<file path="src/rtl/pe_simd_drain.sv">
// pe_simd_drain
// Systolic processing element for the Q-projection array. Each cycle it takes
// LANES operand pairs from the left/top neighbours, forwards them one cycle
// later, and accumulates their dot product into a saturating accumulator.
// A double-buffered drain register chained down the column lets the next tile
// accumulate while the previous result shifts out.
//
// Ports:
//   clk, rst          clock (rising edge), asynchronous active-low reset
//   en                global stall; 0 = every register holds
//   signed_mode       1 = operands signed, 0 = operands zero-extended
//   in_valid/in_a/in_b     operand beat; lane i at bits [i*DW +: DW]
//   out_valid/out_a/out_b  operand beat registered for the neighbours
//   load_bias, bias   replace accumulator with bias (merged with this beat)
//   drain_load        move accumulator into drain register, restart tile
//   drain_shift       drain register takes drain_in (column shift)
//   drain_in          drain value from the PE above
//   drain_out         drain register contents
//   drain_ovf         overflow flag captured with the drain value
//   acc_out           live accumulator (debug)
module pe_simd_drain #(
    parameter int DATA_WIDTH = 8,
    parameter int ACC_WIDTH  = 32,
    parameter int LANES      = 2,
    parameter int SATURATE   = 1
) (
    input  logic                          clk,
    input  logic                          rst,
    input  logic                          en,
    input  logic                          signed_mode,
    input  logic                          in_valid,
    input  logic [LANES*DATA_WIDTH-1:0]   in_a,
    input  logic [LANES*DATA_WIDTH-1:0]   in_b,
    output logic                          out_valid,
    output logic [LANES*DATA_WIDTH-1:0]   out_a,
    output logic [LANES*DATA_WIDTH-1:0]   out_b,
    input  logic                          load_bias,
    input  logic [ACC_WIDTH-1:0]          bias,
    input  logic                          drain_load,
    input  logic                          drain_shift,
    input  logic [ACC_WIDTH-1:0]          drain_in,
    output logic [ACC_WIDTH-1:0]          drain_out,
    output logic                          drain_ovf,
    output logic [ACC_WIDTH-1:0]          acc_out
);

    localparam int DW = DATA_WIDTH;
    localparam int PW = 2 * DW + 1;   // lane product width

    localparam logic [ACC_WIDTH-1:0] ACC_MAX = {1'b0, {(ACC_WIDTH-1){1'b1}}};
    localparam logic [ACC_WIDTH-1:0] ACC_MIN = {1'b1, {(ACC_WIDTH-1){1'b0}}};

    // Registered state
    logic                        r_valid;
    logic [LANES*DW-1:0]         r_a;
    logic [LANES*DW-1:0]         r_b;
    logic [ACC_WIDTH-1:0]        r_acc;
    logic [ACC_WIDTH-1:0]        r_drain;
    logic                        r_drain_ovf;
    logic                        r_sticky;

    // Combinational datapath
    logic signed [PW-1:0]        w_prod [LANES];
    logic signed [ACC_WIDTH:0]   w_dot;
    logic        [ACC_WIDTH-1:0] w_base;
    logic signed [ACC_WIDTH:0]   w_sum;
    logic                        w_ovf;
    logic        [ACC_WIDTH-1:0] w_acc_next;

    // Per-lane multiply. A zero operand forces both multiplier inputs to 0
    // so the multiplier does not toggle on sparse data.
    for (genvar g = 0; g < LANES; g++) begin : g_lane
        logic        [DW-1:0]   w_a_raw;
        logic        [DW-1:0]   w_b_raw;
        logic                   w_zero;
        logic signed [DW:0]     w_a_ext;
        logic signed [DW:0]     w_b_ext;
        logic signed [2*DW+1:0] w_full;

        assign w_a_raw = in_a[g*DW +: DW];
        assign w_b_raw = in_b[g*DW +: DW];
        assign w_zero  = (w_a_raw == '0) || (w_b_raw == '0);
        assign w_a_ext = w_zero ? '0 : {signed_mode & w_a_raw[DW-1], w_a_raw};
        assign w_b_ext = w_zero ? '0 : {signed_mode & w_b_raw[DW-1], w_b_raw};
        assign w_full  = w_a_ext * w_b_ext;
        // Full product always fits in 2*DW+1 bits for either operand mode.
        assign w_prod[g] = w_full[PW-1:0];
    end

    // Dot product, sign-extended to ACC_WIDTH+1; an invalid beat adds nothing.
    always_comb begin
        // NOTE: assign a default first so no path through the block leaves
        // w_dot unassigned and infers a latch.
        w_dot = '0;
        if (in_valid) begin
            for (int i = 0; i < LANES; i++) begin
                w_dot = w_dot + (ACC_WIDTH+1)'(w_prod[i]);
            end
        end
    end

    // Addend base: drain_load restarts the tile (optionally from bias),
    // load_bias restarts from bias, otherwise keep accumulating.
    always_comb begin
        w_base = r_acc;
        if (drain_load) begin
            w_base = load_bias ? bias : '0;
        end else if (load_bias) begin
            w_base = bias;
        end
    end

    // One extra bit of headroom: the top two bits disagree exactly when the
    // result left the signed ACC_WIDTH range.
    assign w_sum = $signed({w_base[ACC_WIDTH-1], w_base}) + w_dot;
    assign w_ovf = w_sum[ACC_WIDTH] ^ w_sum[ACC_WIDTH-1];

    always_comb begin
        w_acc_next = w_sum[ACC_WIDTH-1:0];
        if (w_ovf && (SATURATE != 0)) begin
            w_acc_next = w_sum[ACC_WIDTH] ? ACC_MIN : ACC_MAX;
        end
    end

    always_ff @(posedge clk or negedge rst) begin
        if (!rst) begin
            r_valid     <= 1'b0;
            r_a         <= '0;
            r_b         <= '0;
            r_acc       <= '0;
            r_drain     <= '0;
            r_drain_ovf <= 1'b0;
            r_sticky    <= 1'b0;
        end else if (en) begin
            // NOTE: non-blocking assignments so every register samples the
            // pre-edge value of r_acc/r_sticky regardless of statement order.
            r_valid <= in_valid;
            r_a     <= in_a;
            r_b     <= in_b;
            r_acc   <= w_acc_next;

            if (drain_load) begin
                // Old accumulator moves to the drain buffer; this cycle's
                // overflow belongs to the finished tile's flag.
                r_drain     <= r_acc;
                r_drain_ovf <= r_sticky | w_ovf;
                r_sticky    <= 1'b0;
            end else begin
                if (drain_shift) begin
                    r_drain     <= drain_in;
                    r_drain_ovf <= 1'b0;
                end
                r_sticky <= load_bias ? w_ovf : (r_sticky | w_ovf);
            end
        end
    end

    assign out_valid = r_valid;
    assign out_a     = r_a;
    assign out_b     = r_b;
    assign acc_out   = r_acc;
    assign drain_out = r_drain;
    assign drain_ovf = r_drain_ovf;

endmodule

</file>
<file path="config.mk">
export PLATFORM = sky130hd
export DESIGN_NAME = pe_simd_drain
export DESIGN_NICKNAME = d
export VERILOG_FILES = /design/src/rtl/pe_simd_drain.sv
export SDC_FILE = /design/constraint.sdc
export NUM_CORES = 1
export LEC_CHECK = 0
export BUFFER_PORTS_ARGS = -buffer_cell sky130_fd_sc_hd__buf_2
export CAP_MARGIN = 10
export CORE_MARGIN = 1
export CORE_UTILIZATION = 64
export DETAILED_ROUTE_END_ITERATION = 16
export PLACE_DENSITY = 0.89
export SETUP_SLACK_MARGIN = 0.05
export SLEW_MARGIN = 20
export SYNTH_ARGS = -nofsm -noshare
export SYNTH_HDL_FRONTEND = slang
export SYNTH_SLANG_ARGS = --single-unit
</file>
<file path="constraint.sdc">
create_clock -name clk -period 5.5 [get_ports clk]
set_input_delay 1.65 -clock clk [delete_from_list [all_inputs] [get_ports clk]]
set_output_delay 1.65 -clock clk [all_outputs]
set_load 0.02 [all_outputs]
</file>
==> impl_metrics.py, run 1 <==
metrics = {
    "run_status": {
        "status": "aborted with a tool error",
        "lastStage": "global routing (5_1_grt)",
        "stop_error": "[ERROR GRT-0232] Routing congestion too high. Check the congestion heatmap in the GUI.",
    },
    "placement": {
        "dp_cells": 2058,
        "placement.io_buffers": 201,
        "place.gp.congestion": 0.954,
        "dpl.hpwl_mm": 32.1,
    },
    "logic_synthesis": {
        "async_reset_ff_share_pct": 100,
        "ys_warn_count": 0,
        "synth_top_area_share_pct": 21.0,
        "synth_cell_types": 68,
        "ys_ff_latch": 99,
        "synth.area.top_cells": "fa_1, dfrtp_1, ha_1",
        "synth_area_per_cell_sq_um": 9.07,
        "ys_seq_area_share_pct": 19.1,
        "yosysTopAreaCell": "fa_1",
        "syn_inst": 1430,
        "synth-edff-count": 0,
        "synth_area_sq_um": 13000,
        "synthesis.nets": 1789,
        "ys.flop_type": "dfrtp_1",
    },
    "clock_network": {
        "cts_max_level": 3,
        "cts_buffer_depth": 2,
        "clock-root-buffer": "clkbuf_16",
        "cts_made_buffers": 9,
        "cts.sinks": 99,
    },
    "sta": {
        "endpoint_type": "sequential cell input",
        "crit_endpoint": "acc_out[7]$_DFFE_PN0P_/D",
    },
    "floorplanning": {
        "die_w_um": 144,
        "ios": 202,
        "initial_core_util_pct": 66.0,
        "fp.dieH_um": 144,
        "rows": 51,
    },
    "global_routing": {
        "grt_overflow_total": 79,
        "grt_max_degree": 88,
        "grt_usage_pct": 76.5,
    },
}
==> layer usage <==
| layer | global-route usage [%] | overflow |
|---|---|---|
| met3 | 63.6 | 0 |
| met5 | 40.1 | 1 |
| met1 | 77.1 | 0 |
| met4 | 73.4 | 32 |
| met2 | 90.7 | 46 |
==> repair_timing <==
action                                  in CTS
hold buffers                                 0
setup buffers                               31
resized for setup                          111
endpoints found under the setup margin      34
pin swaps                                   50
gates cloned                                 1
==> per-stage QoR <==
| stage | setup TNS [ps] | cell area (sq um) | hold slack, ps | setup WS, ps | util, % |
|---|---|---|---|---|---|
| global placement | -135270 | 16000 | 456 | -4040 | 81.5 |
| floorplan | -129140 | 13200 | 492 | -3870 | - |
| CTS | -122870 | 17100 | 489 | -3710 | 87.1 |
| detailed placement | -149310 | 16000 | 470 | -4480 | 81.5 |
==> cell families after synthesis <==
group	count (synthesis)	synth area share, %
simple gates	415	15.5
mux	76	6.28
flops	99	19.1
xor+xnor	63	4.31
compound gates	269	14.3
buf+inv	243	7.19
fa+ha+maj	265	33.3
==> Yosys cell counts (13+ instances only) <==
library cell    n
a21o_1         18
a21oi_1        51
a22o_1         32
a311oi_1       13
and2_1         81
clkbuf_1       60
dfrtp_1        99
fa_1          136
ha_1          119
inv_1         169
mux2_2         43
mux2i_1        33
nand2_1       151
nand2b_1       13
nand3_1        23
nor2_1         71
nor3_1         16
o21ai_0        73
xnor2_1        52
==> run 2: changes to the inputs <==
--- a/config.mk
+++ b/config.mk
@@ -8,10 +8,9 @@
 export BUFFER_PORTS_ARGS = -buffer_cell sky130_fd_sc_hd__buf_2
 export CAP_MARGIN = 10
 export CORE_MARGIN = 1
-export CORE_UTILIZATION = 64
+export CORE_UTILIZATION = 40
 export DETAILED_ROUTE_END_ITERATION = 16
-export PLACE_DENSITY = 0.89
-export SETUP_SLACK_MARGIN = 0.05
+export PLACE_DENSITY_LB_ADDON = 0.15
 export SLEW_MARGIN = 20
 export SYNTH_ARGS = -nofsm -noshare
 export SYNTH_HDL_FRONTEND = slang
==> impl_metrics.py, run 2 <==
metrics = {
    "logic_synthesis": {
        "synth_top_area_share_pct": 21.0,
        "synth_area_per_cell_sq_um": 9.07,
        "synth.most_common_cell": "inv_1",
        "synth_cell_types": 68,
        "synth_area_sq_um": 13000,
        "ys.flop_type": "dfrtp_1",
        "ys_top_cells_by_count": "inv_1, nand2_1, fa_1",
        "syn_inst": 1430,
        "synthesis.nets": 1789,
        "ys_ff_latch": 99,
        "ys_warn_count": 0,
        "async_reset_ff_share_pct": 100,
        "synth-edff-count": 0,
        "ys_seq_area_share_pct": 19.1,
        "synth.area.top_cells": "fa_1, dfrtp_1, ha_1",
        "yosysTopAreaCell": "fa_1",
    },
    "clock_network": {
        "cts_buffer_depth": 2,
        "clkTransAtPathRegs_ps": 70,
        "hold_buffers": 0,
        "cts_max_level": 3,
        "clock-root-buffer": "clkbuf_16",
        "cts.sinks": 99,
        "clk_latency_ps": 380,
        "cts_made_buffers": 9,
        "cts_tree": "done",
    },
    "finish": {
        "antenna_cells": 0,
        "multi_input_area_sq_um": 10300,
        "nFillCells": 2886,
        "layout_commonest_cell": "buf_4",
        "seqCellArea_sq_um": 2480,
        "nNetsFinal": 2236,
        "final_cell_mix": "buf_4, buf_2, inv_1",
        "syn_to_final_growth_pct": 36.4,
        "drive_above_1_share_pct": 36.8,
    },
    "routing": {
        "num_vias": 11755,
        "antenna_left": 0,
        "dr.pass1.iters": 5,
        "first_iter_violations": 519,
        "routedWlPerCell_um": 16.4,
        "viasPerCell": 5.15,
        "drc": 0,
        "postRouteWirelength_mm": 37.4,
    },
    "worst_setup_path": {
        "max_stage_delay_ps": 510,
        "worstSetupStartpointType": "primary input",
        "r2r_start": "acc_out[0]",
        "required_ps": 5810,
        "end_kind": "flip-flop",
        "cp_top_family": "adder cells",
        "path_class": "in -> reg",
        "worstPathArrival_ps": 9470,
        "crit_path_start": "in_a[3]",
        "path_max_fanout": 8,
        "cp_common_cell": "fa_1",
        "critPathBufInv": 8,
        "cp_slowest_cell": "fa_1",
    },
    "floorplanning": {
        "die_area_sq_um": 33100,
        "rows": 65,
        "core_sq_um": 31700,
        "die_w_um": 182,
        "initial_core_util_pct": 40.9,
        "ios": 202,
        "fp.dieH_um": 182,
    },
    "sta": {
        "setup_viol": 34,
        "drv_slew": 0,
        "period_needed_ps": 9160,
        "tightest_slew_ps": 1060,
        "max-slew-margin-rel_pct": 29.6,
        "fin_crit_sh_pct": 166,
        "fin_setup_tns_ps": -120360,
        "rsz0062_at_grt": "true",
        "skew_ps": 19.0,
        "hold_viol_final": 0,
        "layout_setup_ws_ps": -3660,
        "max_freq_ghz": 0.109,
    },
    "flow_run": {
        "max_cap_violations": 0,
    },
    "placement": {
        "dpl.hpwl_mm": 30.3,
        "placement.io_buffers": 201,
        "place.gp.congestion": 0.902,
        "place_ws_ps": -4270,
    },
    "global_routing": {
        "grt_first_pass_wirelength_mm": 60.3,
        "antenna_found_initial": 1,
        "grt_usage_pct": 22.9,
        "grt_overflow_total": 0,
        "grt_pass1_vias": 11832,
        "grt_max_degree": 82,
    },
    "run_status": {
        "status": "complete, but fails checks",
        "violations": "negative setup slack",
    },
    "worst_hold_path": {
        "worstHoldPathType": "reg -> reg",
        "holdCritStartpoint": "drain_out[9]",
    },
}
[run 2: kinds of logic after synthesis]
group | synth area share, %
adder cells (fa/ha/maj) | 33.3
AO/OA/AOI/OAI | 14.3
buffers and inverters | 7.19
AND/OR/NAND/NOR | 15.5
multiplexers | 6.28
flip-flops | 19.1
XOR/XNOR | 4.31
[run 2: worst register-to-register path, cell delays in order, from the launching register on]
cell	delay (ps)
dfrtp_1	450
a22o_1	180
ha_1	200
inv_1	70
fa_1	370
nand2b_1	170
a21oi_1	320
o21ai_2	150
a21oi_2	270
a311oi_2	160
buf_4	150
buf_4	130
xnor2_2	140
maj3_2	300
mux2_2	260
[run 2: cell type report]
| cell class | instances | area share [%] |
|---|---|---|
| clock buffers | 11 | 1.32 |
| clock inverters | 5 | 0.347 |
| inverters | 169 | 3.59 |
| multi-input cells | 1088 | 58.1 |
| flip-flops and latches | 99 | 14.0 |
| well taps | 402 | 2.84 |
| repair buffers | 510 | 19.9 |
[run 2: what timing repair did]
action                     in CTS  in global routing
setup buffers                  22                 10
pin swaps                      40                 23
gates cloned                    1                  0
resized for setup             102                 37
setup endpoints to repair      34                 34
[run 2: path summary, 6_finish.rpt]
kind,endpoint,slack [ps],cells past startpoint
worst max-delay path,r_sticky,-3660,39
worst min-delay path,drain_out[9],480,2
worst max register to register,acc_out[28],2080,14
worst min register to register,drain_out[9],480,2
max in group asynchronous,acc_out[30],3360,2
min in group asynchronous,acc_out[7],1170,1
[run 2: through the flow]
stage / utilization [%] / instance area (sq um) / hold WS, ps / instances
floorplan: - / 13200 / 492 / 1430
global placement: 52.1 / 16500 / 458 / 2238
detailed placement: 52.1 / 16500 / 471 / 2238
CTS: 55.1 / 17500 / 486 / 2276
global route: 55.8 / 17700 / 512 / 2284
finish: 55.8 / 17700 / 483 / 2284
[run 2: routing by layer]
layer | up-vias | part of all wire [%] | track usage (%)
met1 | 5695 | 46 | 30.7
met5 | - | 0.021 | 0
met2 | 297 | 48 | 38.7
met3 | 35 | 4.3 | 3.29
met4 | 2 | 1.7 | 6.18
li1 | 5726 | - | -
Power of run 2 is not shown: default switching activity piles up to over one toggle a cycle in this logic, so the estimate is an artifact.
==> run 3: changes to the inputs <==
==> constraint.sdc (replaced) <==
create_clock -name clk -period 5.5 [get_ports clk]
set_input_delay 1.1 -clock clk [delete_from_list [all_inputs] [get_ports clk]]
set_output_delay 1.1 -clock clk [all_outputs]
set_load 0.02 [all_outputs]
==> impl_metrics.py, run 3 (synthesis gave the netlist of run 2 again) <==
metrics = {
    "run_status": {
        "status": "complete, but fails checks",
        "violations": "negative setup slack",
    },
    "finish": {
        "final_cell_mix": "buf_4, buf_2, inv_1",
        "nFillCells": 2924,
        "syn_to_final_growth_pct": 36.5,
        "antenna_cells": 0,
        "post-route-util_pct": 55.8,
        "layout_commonest_cell": "buf_4",
        "fin_cells": 2282,
        "nNetsFinal": 2234,
        "drive_above_1_share_pct": 36.6,
    },
    "global_routing": {
        "grt_first_pass_wirelength_mm": 59.5,
        "grt_pass1_vias": 11697,
        "antenna_found_initial": 1,
        "grt_usage_pct": 22.6,
        "grt_overflow_total": 0,
        "grt_max_degree": 85,
    },
    "floorplanning": {
        "rows": 65,
        "core_sq_um": 31700,
        "fp.dieH_um": 182,
        "ios": 202,
        "die_w_um": 182,
        "initial_core_util_pct": 40.9,
        "die_area_sq_um": 33100,
    },
    "routing": {
        "drt-met1-wl_mm": 16.4,
        "routedWlPerCell_um": 16.2,
        "viasPerCell": 5.16,
        "num_vias": 11767,
        "wl_met3_mm": 1.78,
        "dr.pass1.iters": 7,
        "postRouteWirelength_mm": 36.9,
        "first_iter_violations": 514,
        "antenna_left": 0,
        "highest_layer": "met5",
        "route.met2.wl_mm": 17.8,
        "drc": 0,
    },
    "sta": {
        "hold_viol_final": 0,
        "fin_crit_sh_pct": 157,
        "setup_viol": 34,
        "max-slew-margin-rel_pct": 23.9,
        "skew_ps": 6.96,
        "period_needed_ps": 8660,
        "drv_slew": 0,
        "max_freq_ghz": 0.116,
        "layout_setup_ws_ps": -3160,
        "rsz0062_at_grt": "true",
        "tightest_slew_ps": 1140,
        "whs_ps": 477,
    },
    "placement": {
        "dp_cells": 2232,
        "place_ws_ps": -3700,
        "place.gp.congestion": 0.912,
        "dpl.hpwl_mm": 29.7,
        "placement.io_buffers": 201,
    },
    "clock_network": {
        "hold_buffers": 0,
        "cts_buffer_depth": 2,
        "clock-root-buffer": "clkbuf_16",
        "cts_max_level": 3,
        "cts.sinks": 99,
        "clk_latency_ps": 380,
        "cts_made_buffers": 9,
        "cts_tree": "done",
        "clkTransAtPathRegs_ps": 70,
    },
    "worst_setup_path": {
        "worstPathArrival_ps": 8920,
        "worstSetupStartpointType": "primary input",
        "required_ps": 5760,
        "path_max_fanout": 6,
        "cp_common_cell": "fa_1",
        "max_stage_delay_ps": 510,
        "path_class": "in -> reg",
        "cp_slowest_cell": "fa_1",
        "end_kind": "flip-flop",
    },
    "worst_hold_path": {
        "worstHoldPathType": "reg -> reg",
    },
    "flow_run": {
        "max_cap_violations": 0,
    },
}
run 3: cell count changes in the layout (fill, tap and decap cells not counted), sizes merged:
| cell | change |
|---|---|
| buf | -4 |
| clkbuf | +1 |
| clkinv | -1 |
| clkinvlp | +1 |
| inv | +1 |
run 3: through the flow:
| step | area, sq um | TNS, ps |
|---|---|---|
| after detailed placement | 16500 | -123520 |
| after floorplan | 13200 | -110440 |
| final | 17700 | -104080 |
| after CTS | 17300 | -101650 |
| after global routing | 17700 | -117210 |
| after global placement | 16500 | -119150 |
run 3: worst max-delay path, delay by kind of cell:
family	cells	cell delay [ps]
adder cells (fa/ha/maj)	9	3490
AO/OA/AOI/OAI	13	2110
AND/OR/NAND/NOR	8	1250
buffers and inverters	5	400
XOR/XNOR	2	300
multiplexers	1	260
run 3: final timing paths:
kind	start	endpoint	slack (ps)	cells past startpoint
min reg2reg	drain_out[8]	drain_out[8]	480	2
min in group asynchronous	rst	drain_out[10]	840	1
max reg2reg	acc_out[1]	acc_out[8]	2090	13
max	in_a[3]	acc_out[8]	-3160	38
max in group asynchronous	rst	drain_out[25]	3600	2
min	drain_out[8]	drain_out[8]	480	2
run 3: final cells by class:
type	count	area [sq um]	share of cell area [%]
inverters	169	634	3.58
clock buffers	10	229	1.29
multi-input cells	1088	10300	58.0
clock inverters	6	68.8	0.389
repair buffers	508	3530	19.9
well taps	402	503	2.84
flip-flops and latches	99	2480	14.0
run 3: repair_timing:
| action | in CTS | in global routing |
|---|---|---|
| buffers inserted | 20 | 16 |
| gates cloned | 1 | 3 |
| resized for setup | 71 | 79 |
| pin swaps | 38 | 47 |
| setup endpoints to repair | 34 | 34 |
run 3: metal layers:
metal	GRT usage [%]	vias to the layer above
met4	7.53	2
met1	29.3	5703
li1	-	5726
met2	38.5	291
met3	3.45	45
met5	0	-
Power of run 3 is left out for the same reason.
==> run 4: changes to the inputs <==
--- a/config.mk
+++ b/config.mk
@@ -8,7 +8,7 @@
 export BUFFER_PORTS_ARGS = -buffer_cell sky130_fd_sc_hd__buf_2
 export CAP_MARGIN = 10
 export CORE_MARGIN = 1
-export CORE_UTILIZATION = 40
+export CORE_UTILIZATION = 45
 export DETAILED_ROUTE_END_ITERATION = 16
 export PLACE_DENSITY_LB_ADDON = 0.15
 export SLEW_MARGIN = 20
==> impl_metrics.py, run 4 (synthesis gave the netlist of run 2 again) <==
metrics = {
    "worst_hold_path": {
        "worstHoldPathType": "reg -> reg",
    },
    "clock_network": {
        "cts.sinks": 99,
        "cts_made_buffers": 9,
        "cts_max_level": 3,
        "cts_tree": "done",
        "clk_latency_ps": 360,
        "clkTransAtPathRegs_ps": 90,
        "cts_buffer_depth": 2,
        "clock-root-buffer": "clkbuf_16",
    },
    "global_routing": {
        "grt_pass1_vias": 11815,
        "antenna_found_initial": 2,
        "grt_max_degree": 66,
        "grt_first_pass_wirelength_mm": 60.1,
        "grt_usage_pct": 26.1,
        "grt_overflow_total": 0,
    },
    "finish": {
        "layout_commonest_cell": "buf_4",
        "post-route-util_pct": 62.5,
        "final_cell_mix": "buf_4, buf_2, inv_1",
        "syn_to_final_growth_pct": 35.4,
        "drive_above_1_share_pct": 36.1,
        "nNetsFinal": 2212,
    },
    "sta": {
        "max-slew-margin-rel_pct": 44.6,
        "hold_viol_final": 0,
        "tightest_slew_ps": 831,
        "rsz0062_at_grt": "true",
        "skew_ps": 13.2,
        "fin_setup_tns_ps": -107910,
        "drv_slew": 0,
        "setup_viol": 34,
        "layout_setup_ws_ps": -3270,
        "period_needed_ps": 8770,
        "fin_crit_sh_pct": 159,
        "max_freq_ghz": 0.114,
    },
    "floorplanning": {
        "core_sq_um": 28100,
        "rows": 61,
        "initial_core_util_pct": 46.2,
        "die_w_um": 172,
        "fp.dieH_um": 172,
        "die_area_sq_um": 29500,
        "ios": 202,
    },
    "worst_setup_path": {
        "critPathBufInv": 10,
        "path_class": "in -> reg",
        "path_max_fanout": 8,
        "required_ps": 5750,
        "cp_slowest_cell": "fa_1",
        "end_kind": "flip-flop",
        "worstPathArrival_ps": 9020,
        "cp_top_family": "adder cells",
        "worstSetupStartpointType": "primary input",
        "max_stage_delay_ps": 510,
        "reg2reg_setup_slack_ps": 1980,
    },
    "placement": {
        "place.gp.congestion": 0.923,
        "dpl.hpwl_mm": 30.2,
        "placement.io_buffers": 201,
    },
    "routing": {
        "num_vias": 11835,
        "first_iter_violations": 591,
        "antenna_left": 0,
        "dr.pass1.iters": 5,
        "drc": 0,
        "postRouteWirelength_mm": 38.2,
        "viasPerCell": 5.29,
        "routedWlPerCell_um": 17.1,
    },
    "flow_run": {
        "max_cap_violations": 0,
    },
    "run_status": {
        "violations": "negative setup slack",
        "status": "complete, but fails checks",
    },
}
run 4: path summary, 6_finish.rpt:
check,to,startpoint,cells past startpoint
max,acc_out[28],in_a[15],37
min,drain_out[16],drain_out[16],2
max reg2reg,acc_out[28],acc_out[0],14
min reg2reg,drain_out[16],drain_out[16],2
max in group asynchronous,acc_out[27],rst,2
min in group asynchronous,out_a[1],rst,1
run 4: layout make-up:
| class | count | area (sq um) |
|---|---|---|
| antenna | 1 | 2.50 |
| clock buffer | 9 | 225 |
| clock inverter | 7 | 91.3 |
| fill | 2427 | 10500 |
| inverter | 169 | 634 |
| multi-input combinational | 1088 | 10300 |
| sequential | 99 | 2480 |
| tap | 378 | 473 |
| timing repair buffer | 486 | 3340 |
run 4: worst min-delay path, stage by stage, from the launching register on:
cell and delay (ps):
dfrtp_1 350, nand2_1 40, o21ai_0 60
run 4: timing repair:
item	in CTS	in global routing
cloned	1	2
resized for setup	70	79
hold buffers	0	0
pin swaps	43	31
setup endpoints to repair	34	34
buffers inserted	16	10
run 4: layer usage:
metal  track usage [%]  up-vias  wire length [um]  part of all wire (%)
met4              6.27        0               585                   1.5
met3              3.70       43              2020                   5.3
met1              36.0     5795             17500                    46
met5              1.39        -                 0                     0
li1                  -     5679                 -                     -
met2              43.0      318             18000                    47
run 4: stage by stage:
step	setup slack [ps]	instance area, sq um	hold WS (ps)	instances
3_3_place_gp	-3610	16300	457	2193
3_5_place_dp	-3760	16300	467	2193
6_report	-3270	17600	481	2237
5_1_grt	-3530	17600	505	2237
2_1_floorplan	-3320	13200	492	1430
4_1_cts	-3190	17100	487	2226
Power of run 4 is left out for the same reason.
